## config.mk

```make
export PLATFORM = sky130hd
export DESIGN_NAME = i2c_arbiter
export DESIGN_NICKNAME = d
export VERILOG_FILES = /design/src/rtl/i2c_arbiter.sv
export SDC_FILE = /design/constraint.sdc
export NUM_CORES = 1
export LEC_CHECK = 0
export ABC_AREA = 1
export CAP_MARGIN = 40
export CELL_PAD_IN_SITES_DETAIL_PLACEMENT = 0
export CELL_PAD_IN_SITES_GLOBAL_PLACEMENT = 1
export CORE_MARGIN = 4
export CORE_UTILIZATION = 24
export CTS_CLUSTER_SIZE = 28
export DETAILED_ROUTE_END_ITERATION = 10
export GPL_TIMING_DRIVEN = 1
export HOLD_SLACK_MARGIN = 0.08
export PLACE_DENSITY = 0.87
export SLEW_MARGIN = 40
export SYNTH_ARGS = -nofsm -noshare
export SYNTH_HDL_FRONTEND = slang
export SYNTH_SLANG_ARGS = --single-unit
```

## constraint.sdc

```tcl
create_clock -name clk -period 2 [get_ports clk]
set_input_delay 0.4 -clock clk [delete_from_list [all_inputs] [get_ports clk]]
set_output_delay 0.4 -clock clk [all_outputs]
set_load 0.05 [all_outputs]
```

## src/rtl/i2c_arbiter.sv

```systemverilog
// rtl/i2c_arbiter.sv - round-robin arbiter sharing one i2c_master between two clients
module i2c_arbiter #(
  parameter int PKT_W    = 5,
  parameter int MAX_HOLD = 1024
) (
  input  logic             clk,
  input  logic             reset,
  input  logic             c0_req,
  output logic             c0_gnt,
  input  logic             c0_start,
  input  logic [6:0]       c0_addr,
  input  logic             c0_rw,
  input  logic [PKT_W-1:0] c0_packets,
  input  logic [7:0]       c0_data,
  output logic             c0_ready,
  output logic             c0_data_req,
  output logic             c0_data_ready,
  input  logic             c1_req,
  output logic             c1_gnt,
  input  logic             c1_start,
  input  logic [6:0]       c1_addr,
  input  logic             c1_rw,
  input  logic [PKT_W-1:0] c1_packets,
  input  logic [7:0]       c1_data,
  output logic             c1_ready,
  output logic             c1_data_req,
  output logic             c1_data_ready,
  output logic [7:0]       data_out,
  output logic             m_start,
  output logic [6:0]       m_addr,
  output logic             m_rw,
  output logic [PKT_W-1:0] m_packets,
  output logic [7:0]       m_data,
  input  logic             m_ready,
  input  logic             m_data_req,
  input  logic             m_data_ready,
  input  logic [7:0]       m_data_out,
  output logic             owner,
  output logic             busy
);

  localparam logic [1:0] IDLE    = 2'd0;
  localparam logic [1:0] OWNED   = 2'd1;
  localparam logic [1:0] RELEASE = 2'd2;

  logic [1:0]  state;
  logic        owner_q;
  logic [15:0] hold;
  logic        own_req;
  logic        other_req;
  logic        hold_max;

  assign busy      = (state == OWNED);
  assign c0_gnt    = busy & ~owner_q;
  assign c1_gnt    = busy & owner_q;
  assign owner     = owner_q;
  assign own_req   = owner_q ? c1_req : c0_req;
  assign other_req = owner_q ? c0_req : c1_req;
  assign hold_max  = (hold == 16'(MAX_HOLD));

  assign c0_ready      = m_ready & c0_gnt;
  assign c1_ready      = m_ready & c1_gnt;
  assign c0_data_req   = m_data_req & c0_gnt;
  assign c1_data_req   = m_data_req & c1_gnt;
  assign c0_data_ready = m_data_ready & c0_gnt;
  assign c1_data_ready = m_data_ready & c1_gnt;
  assign data_out      = m_data_out;

  // Start is masked by the owner's req so a client that has given up
  // mid-transaction cannot launch another one before the grant lapses.
  always_comb begin
    m_start   = 1'b0;
    m_addr    = '0;
    m_rw      = 1'b1;
    m_packets = '0;
    m_data    = '0;
    if (c0_gnt) begin
      m_start   = c0_start & c0_req;
      m_addr    = c0_addr;
      m_rw      = c0_rw;
      m_packets = c0_packets;
      m_data    = c0_data;
    end else if (c1_gnt) begin
      m_start   = c1_start & c1_req;
      m_addr    = c1_addr;
      m_rw      = c1_rw;
      m_packets = c1_packets;
      m_data    = c1_data;
    end
  end

  // owner_q doubles as last-owner: it only changes on a grant, so in IDLE it
  // always names the client that held the bus most recently.
  always_ff @(posedge clk) begin
    if (reset) begin
      state   <= IDLE;
      owner_q <= 1'b1;
      hold    <= '0;
    end else begin
      case (state)
        IDLE: begin
          if (m_ready && (c0_req || c1_req)) begin
            state   <= OWNED;
            owner_q <= (c0_req && c1_req) ? ~owner_q : c1_req;
          end
        end
        OWNED: begin
          if (!m_ready)
            hold <= '0;
          else if (other_req && !hold_max)
            hold <= hold + 16'd1;
          if (m_ready && !m_start && (!own_req || hold_max))
            state <= RELEASE;
        end
        RELEASE: begin
          hold  <= '0;
          state <= IDLE;
        end
        default: state <= IDLE;
      endcase
    end
  end

endmodule
```

# Yosys cells after proc, flatten, opt, wreduce, memory -nomap -nowiden

Index checks and enable logic that the tools add are counted.
W data, S select, Z words.

Flip-flop bits (word level): 19
Logic and storage cells: 55

Add/sub/neg operators: 1
Equality and inequality tests: 6
Muxes and demuxes: 19
Bitwise logic cells: 11
Reduce and logical (&&, ||, !) cells: 15

Operator list:

| kind                    | number |
|---|---|
| $mux W16                | 2 |
| $pmux W16 S2            | 1 |
| $add A16 B1 Y16 const B | 1 |
| $eq A16 B11 Y1 const B  | 1 |
| $mux W8                 | 2 |
| $mux W7                 | 2 |
| $and A1 B1 Y1           | 10 |
| $mux W5                 | 2 |
| $mux W1                 | 7 |
| $reduce_and A2 Y1       | 3 |
| $logic_and A1 B1 Y1     | 5 |
| $mux W2                 | 2 |
| $pmux W2 S2             | 1 |
| $logic_not A1 Y1        | 3 |
| $ne A3 B2 Y1 const B    | 1 |
| $eq A2 B1 Y1 const B    | 1 |
| $eq A2 B2 Y1 const B    | 1 |
| $logic_not A2 Y1        | 1 |
| $logic_or A1 B1 Y1      | 2 |
| $ne A2 B1 Y1 const B    | 1 |
| $ne A2 B2 Y1 const B    | 1 |
| $reduce_bool A2 Y1      | 1 |
| $not A1 Y1              | 1 |

# Depth between registers and ports, before layout

Gate-level depths: netlist of the first run.

Depth after elaboration: 9
Depth in mapped cells: 12
Depth with buffers taken out: 12

# Worst setup path after synthesis of the first run

No wires, ideal clock.

Path type: reg2out
Start: register state[1]
End: output m_addr[0]
Arrival: 2438 ps
Slack: -838 ps
Stages on the path, launching flop included: 7
Cells stage by stage: dfxtp_1 -> inv_1 -> ha_1 -> nand2_1 -> inv_2 -> clkbuf_1 -> a22o_1

Cells in the longest elaborated chain, start to end: 4

RTL lines:

| item                     | RTL line | RTL |
|---|---|---|
| start: declaration       | 46       | `logic [1:0] state;` |
| start signal: assignment | 96       | `state <= IDLE;` |
| start signal: assignment | 103      | `state <= OWNED;` |
| start signal: assignment | 113      | `state <= RELEASE;` |
| $eq A2 B1 Y1             | 53       | `assign busy = (state == OWNED);` |
| named net busy           | 39       | `output logic busy` |
| $and A1 B1 Y1            | 55       | `assign c1_gnt = busy & owner_q;` |
| named net c1_gnt         | 19       | `output logic c1_gnt,` |
| $mux W7                  | 83       | `end else if (c1_gnt) begin` |
| $mux W7                  | 77       | `if (c0_gnt) begin` |
| end: declaration         | 30       | `output logic [6:0] m_addr,` |

The timed path passes the listed nets, and every way through them passes these cells.

# Worst setup path after layout of the first run

Start: register state[1]
End: output m_addr[4]

Cells in the longest elaborated chain, start to end: 4

RTL lines:

| item           | RTL line |
|---|---|
| $eq A2 B1 Y1 * | 53 |
| $and A1 B1 Y1  | 55 |
| $mux W7        | 83 |
| $mux W7 *      | 77 |

Every way passes the cells marked *; elsewhere a longest branch is shown, timed or not.

==> results of run 1 <==
synthesized netlist by cell type, types with 2 or more instances:
cell	count	area [um2]
nand2_1	60	225
inv_1	37	139
nor2_1	36	135
a22o_1	20	175
dfxtp_1	19	380
nand3_1	19	95.1
o21ai_0	11	55.1
buf_4	8	60.1
a21oi_1	6	30.0
ha_1	6	75.1
a21oi_2	5	43.8
clkbuf_1	5	18.8
inv_2	4	15.0
nor3_1	4	20.0
o21ai_1	4	20.0
nor2_2	3	18.8
a31oi_1	2	12.5
buf_2	2	10.0
nand4_1	2	12.5
o21bai_1	2	15.0
power by group through the flow:
stage,combinational [mW],clock (mW),sequential (mW)
floorplan,0.421,0,0.417
global placement,0.728,0,0.416
detailed placement,0.731,0,0.416
CTS,0.750,0.285,0.409
global route,0.846,0.306,0.413
finish,0.804,0.273,0.409
final cells by class:
| type | instances | area (um2) | share of cell area (%) |
|---|---|---|---|
| Sequential cell | 19 | 384 | 12.0 |
| Timing Repair inverter | 1 | 6.26 | 0.196 |
| Inverter | 41 | 164 | 5.13 |
| Tap cell | 77 | 96.3 | 3.01 |
| Timing Repair Buffer | 99 | 1320 | 41.2 |
| Multi-Input combinational cell | 188 | 1190 | 37.1 |
| Clock buffer | 4 | 45.0 | 1.41 |
state kept, by name (all words and copies together) (netlist names):
name	cells
hold	16
owner	1
state	2
metrics by stage:
stage	util [%]	total power [mW]	setup TNS, ns
6_report	49.2	1.49	0
5_1_grt	49.2	1.57	-0.554
4_1_cts	45.8	1.44	-0.0641
3_5_place_dp	44.2	1.15	0
3_3_place_gp	44.2	1.14	0
2_1_floorplan	-	0.839	-0.137
worst max-delay path by stage:
stage                         from            end  slack [ns]  cells after the start
final                     state[1]      m_addr[4]        0.01                      8
after global routing      state[1]      m_addr[3]       -0.04                      8
after CTS                 state[1]   m_packets[1]       -0.01                      7
after detailed placement    c1_req       hold[14]        0.08                     10
after global placement      c1_req        hold[3]         0.1                     10
after floorplan           state[1]  c0_data_ready       -0.07                      6
metal layers:
metal	up-vias	track usage, %
met5	-	0
met4	0	3.02
met3	4	3.83
met1	916	18.8
met2	78	23.7
li1	1028	-
kinds of logic after synthesis:
family	count (synthesis)	share of synthesized area, %
AND/OR/NAND/NOR	128	33.4
buffers and inverters	57	15.6
adder cells (fa/ha/maj)	6	4.56
AO/OA/AOI/OAI	53	22.8
XOR/XNOR	1	0.532
flip-flops	19	23.1
critical path, stage by stage, from the launching register on:
cell and delay, ns:
dfxtp_2 0.34, inv_2 0.06, ha_4 0.17, inv_2 0.06
nor2_4 0.05, buf_12 0.13, clkbuf_16 0.15, a22o_4 0.23
buf_12 0.14
repair_timing:
item | 4_1_cts | 5_1_grt
endpoints found under the setup margin | 25 | 16
buffers inserted | 2 | 4
gates cloned | 1 | 2
resized for setup | 7 | 27
pin swaps | 0 | 17
hold buffers | 0 | 0
==> impl_metrics.env, run 1 <==
export IMPL_grt_max_degree=23
export IMPL_route_top_layer_used="met4"
export IMPL_dp_hpwl_um=4640
export IMPL_finalWorstSetupSlack_ns=0.0124
export IMPL_cap_violations=0
export IMPL_fmax_ghz=0.503
export IMPL_ys_ff_latch=19
export IMPL_nets=418
export IMPL_setup_violations=0
export IMPL_dpl_cell_area_um2=2870
export IMPL_critPathLaunchType="register"
export IMPL_hp_class="reg2reg"
export IMPL_seqPwrFrac_pct=27.6
export IMPL_vias=2026
export IMPL_rrSetupSlack_ns=0.27
export IMPL_tritoncts="done"
export IMPL_port_buffers=82
export IMPL_worstPathRequired_ns=1.60
export IMPL_dp_cells=416
export IMPL_cts_buffer_depth=2
export IMPL_intPower_mw=0.929
export IMPL_wire_per_inst_um=14.5
export IMPL_syn_nets=329
export IMPL_hold_end="state[0]"
export IMPL_ios=99
export IMPL_relSlewSlack_pct=67.0
export IMPL_clkLatencyLatePin_ns=0.26
export IMPL_die_y_um=90.9
export IMPL_drt_wl_total_um=6220
export IMPL_viasPerCell=4.72
export IMPL_ir_drop_v=0.000216
export IMPL_leakage_nw=1.37
export IMPL_reg2reg_depth=10
export IMPL_final_cell_area_um2=3200
export IMPL_wl_met3_um=459
export IMPL_fin_cells=429
export IMPL_synth_yosys_seq_area_share_pct=23.1
export IMPL_postRouteAntennaNets=0
export IMPL_outcome="completed"
export IMPL_synth_cell_type_count=29
export IMPL_met2_length_um=2820
export IMPL_holdPathStages=2
export IMPL_holdWs_ns=0.509
export IMPL_track_usage_pct=14.4
export IMPL_grt_first_pass_wirelength_um=9780
export IMPL_grt_pass1_vias=1877
export IMPL_critical_path_class="reg2out"
export IMPL_syn2layout_area_growth_pct=94.1
export IMPL_drcViolationCount=0
export IMPL_met1Wirelength_um=2900
export IMPL_drive_gt1_share_pct=27.3
export IMPL_post_synth_instance_area_um2=1650
export IMPL_antenna_found_initial=0
export IMPL_worstMarginPinSlew_ns=0.494
export IMPL_switching_share_pct=37.5
export IMPL_core_um2=6490
export IMPL_min_from="state[0]"
export IMPL_arrival_ns=1.59
export IMPL_netlist_instances=264
export IMPL_p_sw_mw=0.557
export IMPL_htree_levels=1
export IMPL_cts_sinks=19
export IMPL_period_needed_ns=1.99
export IMPL_async_reset_ff_share_pct=0
export IMPL_synth_edff_count=0
export IMPL_cts_root_buffer="clkbuf_8"
export IMPL_path_max_fanout=5
export IMPL_r2r_start="hold[0]"
export IMPL_ys_flop_type="dfxtp_1"
export IMPL_die_area_um2=8260
export IMPL_cts_made_buffers=3
export IMPL_rows=29
export IMPL_gr_total_overflow=0
export IMPL_dpl_worst_slack_ns=0.0811
export IMPL_layout_common_cells="nand2_1, clkdlybuf4s50_1, inv_1, nor2_1, buf_12"
export IMPL_yosysWarnings=0
export IMPL_fin_crit_sh_pct=99.4
export IMPL_syn_mean_instance_area_um2=6.24
export IMPL_comb_power_share_pct=54.1
export IMPL_drt_iter0_drc=78
export IMPL_power_density_nw_per_um2=465
export IMPL_end_kind="primary output"
export IMPL_slew_viol_final=0
export IMPL_hold_viol=0
export IMPL_rsz0062_at_grt="yes"
export IMPL_mostFrequentLayoutCell="nand2_1"
export IMPL_r2r_end="hold[14]"
export IMPL_clockPowerShare_pct=18.3
export IMPL_initial_utilization_pct=25.4
export IMPL_dieWidth_um=90.9
export IMPL_clkTransAtPathRegs_ns=0.08
export IMPL_nFillCells=599
export IMPL_routabilityCongestion=0.795
export IMPL_drt_pass1_iter_count=4
export IMPL_finClkSkew_ns=0.00667
export IMPL_antenna_cells=0
Note: power is estimated with default switching activity, not from simulation.
==> inputs of run 2 (changes only) <==
Settings changed: RECOVER_POWER set to 25, SETUP_SLACK_MARGIN set to 0.5.
==> impl_metrics.env, run 2 (synthesis gave the netlist of run 1 again) <==
export IMPL_period_needed_ns=1.98
export IMPL_top_register="hold"
export IMPL_dpl_cell_area_um2=3050
export IMPL_final_cell_area_um2=3420
export IMPL_slew_viol_final=0
export IMPL_grt_first_pass_wirelength_um=10300
export IMPL_ios=99
export IMPL_track_usage_pct=15.6
export IMPL_mostFrequentLayoutCell="nand2_1"
export IMPL_port_buffers=82
export IMPL_rsz0062_at_grt="yes"
export IMPL_fin_cells=435
export IMPL_antenna_found_initial=0
export IMPL_routabilityCongestion=0.852
export IMPL_dpl_worst_slack_ns=0.0321
export IMPL_tritoncts="done"
export IMPL_initial_utilization_pct=25.4
export IMPL_dp_cells=415
export IMPL_cap_violations=0
export IMPL_arrival_ns=1.58
export IMPL_critPathLaunchType="register"
export IMPL_drt_wl_total_um=6950
export IMPL_drive_gt1_share_pct=33.8
export IMPL_antenna_cells=0
export IMPL_grt_max_degree=20
export IMPL_ir_drop_v=0.000292
export IMPL_gr_total_overflow=0
export IMPL_cts_root_buffer="clkbuf_8"
export IMPL_cts_buffer_depth=2
export IMPL_relSlewSlack_pct=60.3
export IMPL_worstMarginPinSlew_ns=0.598
export IMPL_syn2layout_area_growth_pct=108
export IMPL_die_y_um=90.9
export IMPL_clkTransAtPathRegs_ns=0.08
export IMPL_setup_violations=0
export IMPL_hold_viol=0
export IMPL_largest_register_ffs=16
export IMPL_postRouteAntennaNets=0
export IMPL_hp_class="reg2reg"
export IMPL_drcViolationCount=0
export IMPL_wire_per_inst_um=16.0
export IMPL_die_area_um2=8260
export IMPL_leakage_nw=1.44
export IMPL_fin_crit_sh_pct=98.9
export IMPL_core_um2=6490
export IMPL_clkLatencyLatePin_ns=0.26
export IMPL_fmax_ghz=0.505
export IMPL_cts_sinks=19
export IMPL_finClkSkew_ns=0.00508
export IMPL_dieWidth_um=90.9
export IMPL_rrSetupSlack_ns=0.39
export IMPL_finalWorstSetupSlack_ns=0.0214
export IMPL_outcome="completed"
export IMPL_grt_pass1_vias=1981
export IMPL_drt_iter0_drc=81
export IMPL_power_density_nw_per_um2=467
export IMPL_cts_made_buffers=3
export IMPL_dp_hpwl_um=5180
export IMPL_total_power_mw=1.60
export IMPL_htree_levels=1
export IMPL_end_kind="primary output"
export IMPL_nets=424
export IMPL_vias=2118
export IMPL_critical_path_class="reg2out"
export IMPL_worstPathRequired_ns=1.60
export IMPL_drt_pass1_iter_count=4
export IMPL_path_max_fanout=5
export IMPL_viasPerCell=4.87
export IMPL_rows=29
export IMPL_layout_common_cells="nand2_1, clkdlybuf4s50_1, inv_1"
## run 2: cell count changes in the layout (fill, tap and decap cells not counted), sizes merged
cell           delta
dlymetal6s2s      +1
buf               +6
nand2             +2
clkinv            -1
dlygate4sd2       +1
clkdlybuf4s50     -3
## run 2: repair_timing
| item | in CTS | in global routing |
|---|---|---|
| buffers inserted | 8 | 4 |
| gates cloned | 2 | 2 |
| setup endpoints to repair | 48 | 48 |
| resized for setup | 28 | 19 |
| hold buffers | 0 | 0 |
| pin swaps | 8 | 5 |
## run 2: routing by layer
layer | part of all wire [%] | up-vias | track usage (%)
met1 | 40 | 967 | 17.8
li1 | - | 1043 | -
met4 | 2.1 | 0 | 4.40
met3 | 8.7 | 9 | 3.75
met5 | 0 | - | 0
met2 | 49 | 99 | 28.8
## run 2: worst max-delay path, cell delays in order, from the launching register on
cell and delay (ns):
dfxtp_2 0.34, inv_2 0.05, ha_4 0.17, inv_2 0.07
nor2_4 0.05, buf_6 0.13, buf_16 0.13, a22o_4 0.22
buf_12 0.14
## run 2: through the flow
stage / hold WS [ns] / utilization [%] / setup TNS (ns)
floorplan: 0.455 / - / 0
global placement: 0.467 / 46.9 / 0
detailed placement: 0.475 / 46.9 / 0
CTS: 0.519 / 50.9 / 0
global route: 0.550 / 52.6 / -0.205
finish: 0.517 / 52.6 / 0
## run 2: worst paths after layout
kind,end,startpoint,cells past startpoint
setup / recovery,m_addr[4],state[1],8
hold / removal,state[0],state[0],2
setup reg to reg,state[0],state[1],13
hold reg to reg,state[0],state[0],2
## run 2: area by class of cell
cell class	count	area [um2]
Clock buffer	4	45.0
Fill cell	577	3080
Sequential cell	19	390
Inverter	41	159
Multi-Input combinational cell	190	1360
Tap cell	77	96.3
Timing Repair Buffer	104	1370
## run 2: power breakdown
group	internal, mW	switching [mW]	total, mW
clock	0.142	0.134	0.276
sequential	0.392	0.0192	0.412
combinational	0.451	0.458	0.908
total	0.985	0.611	1.60
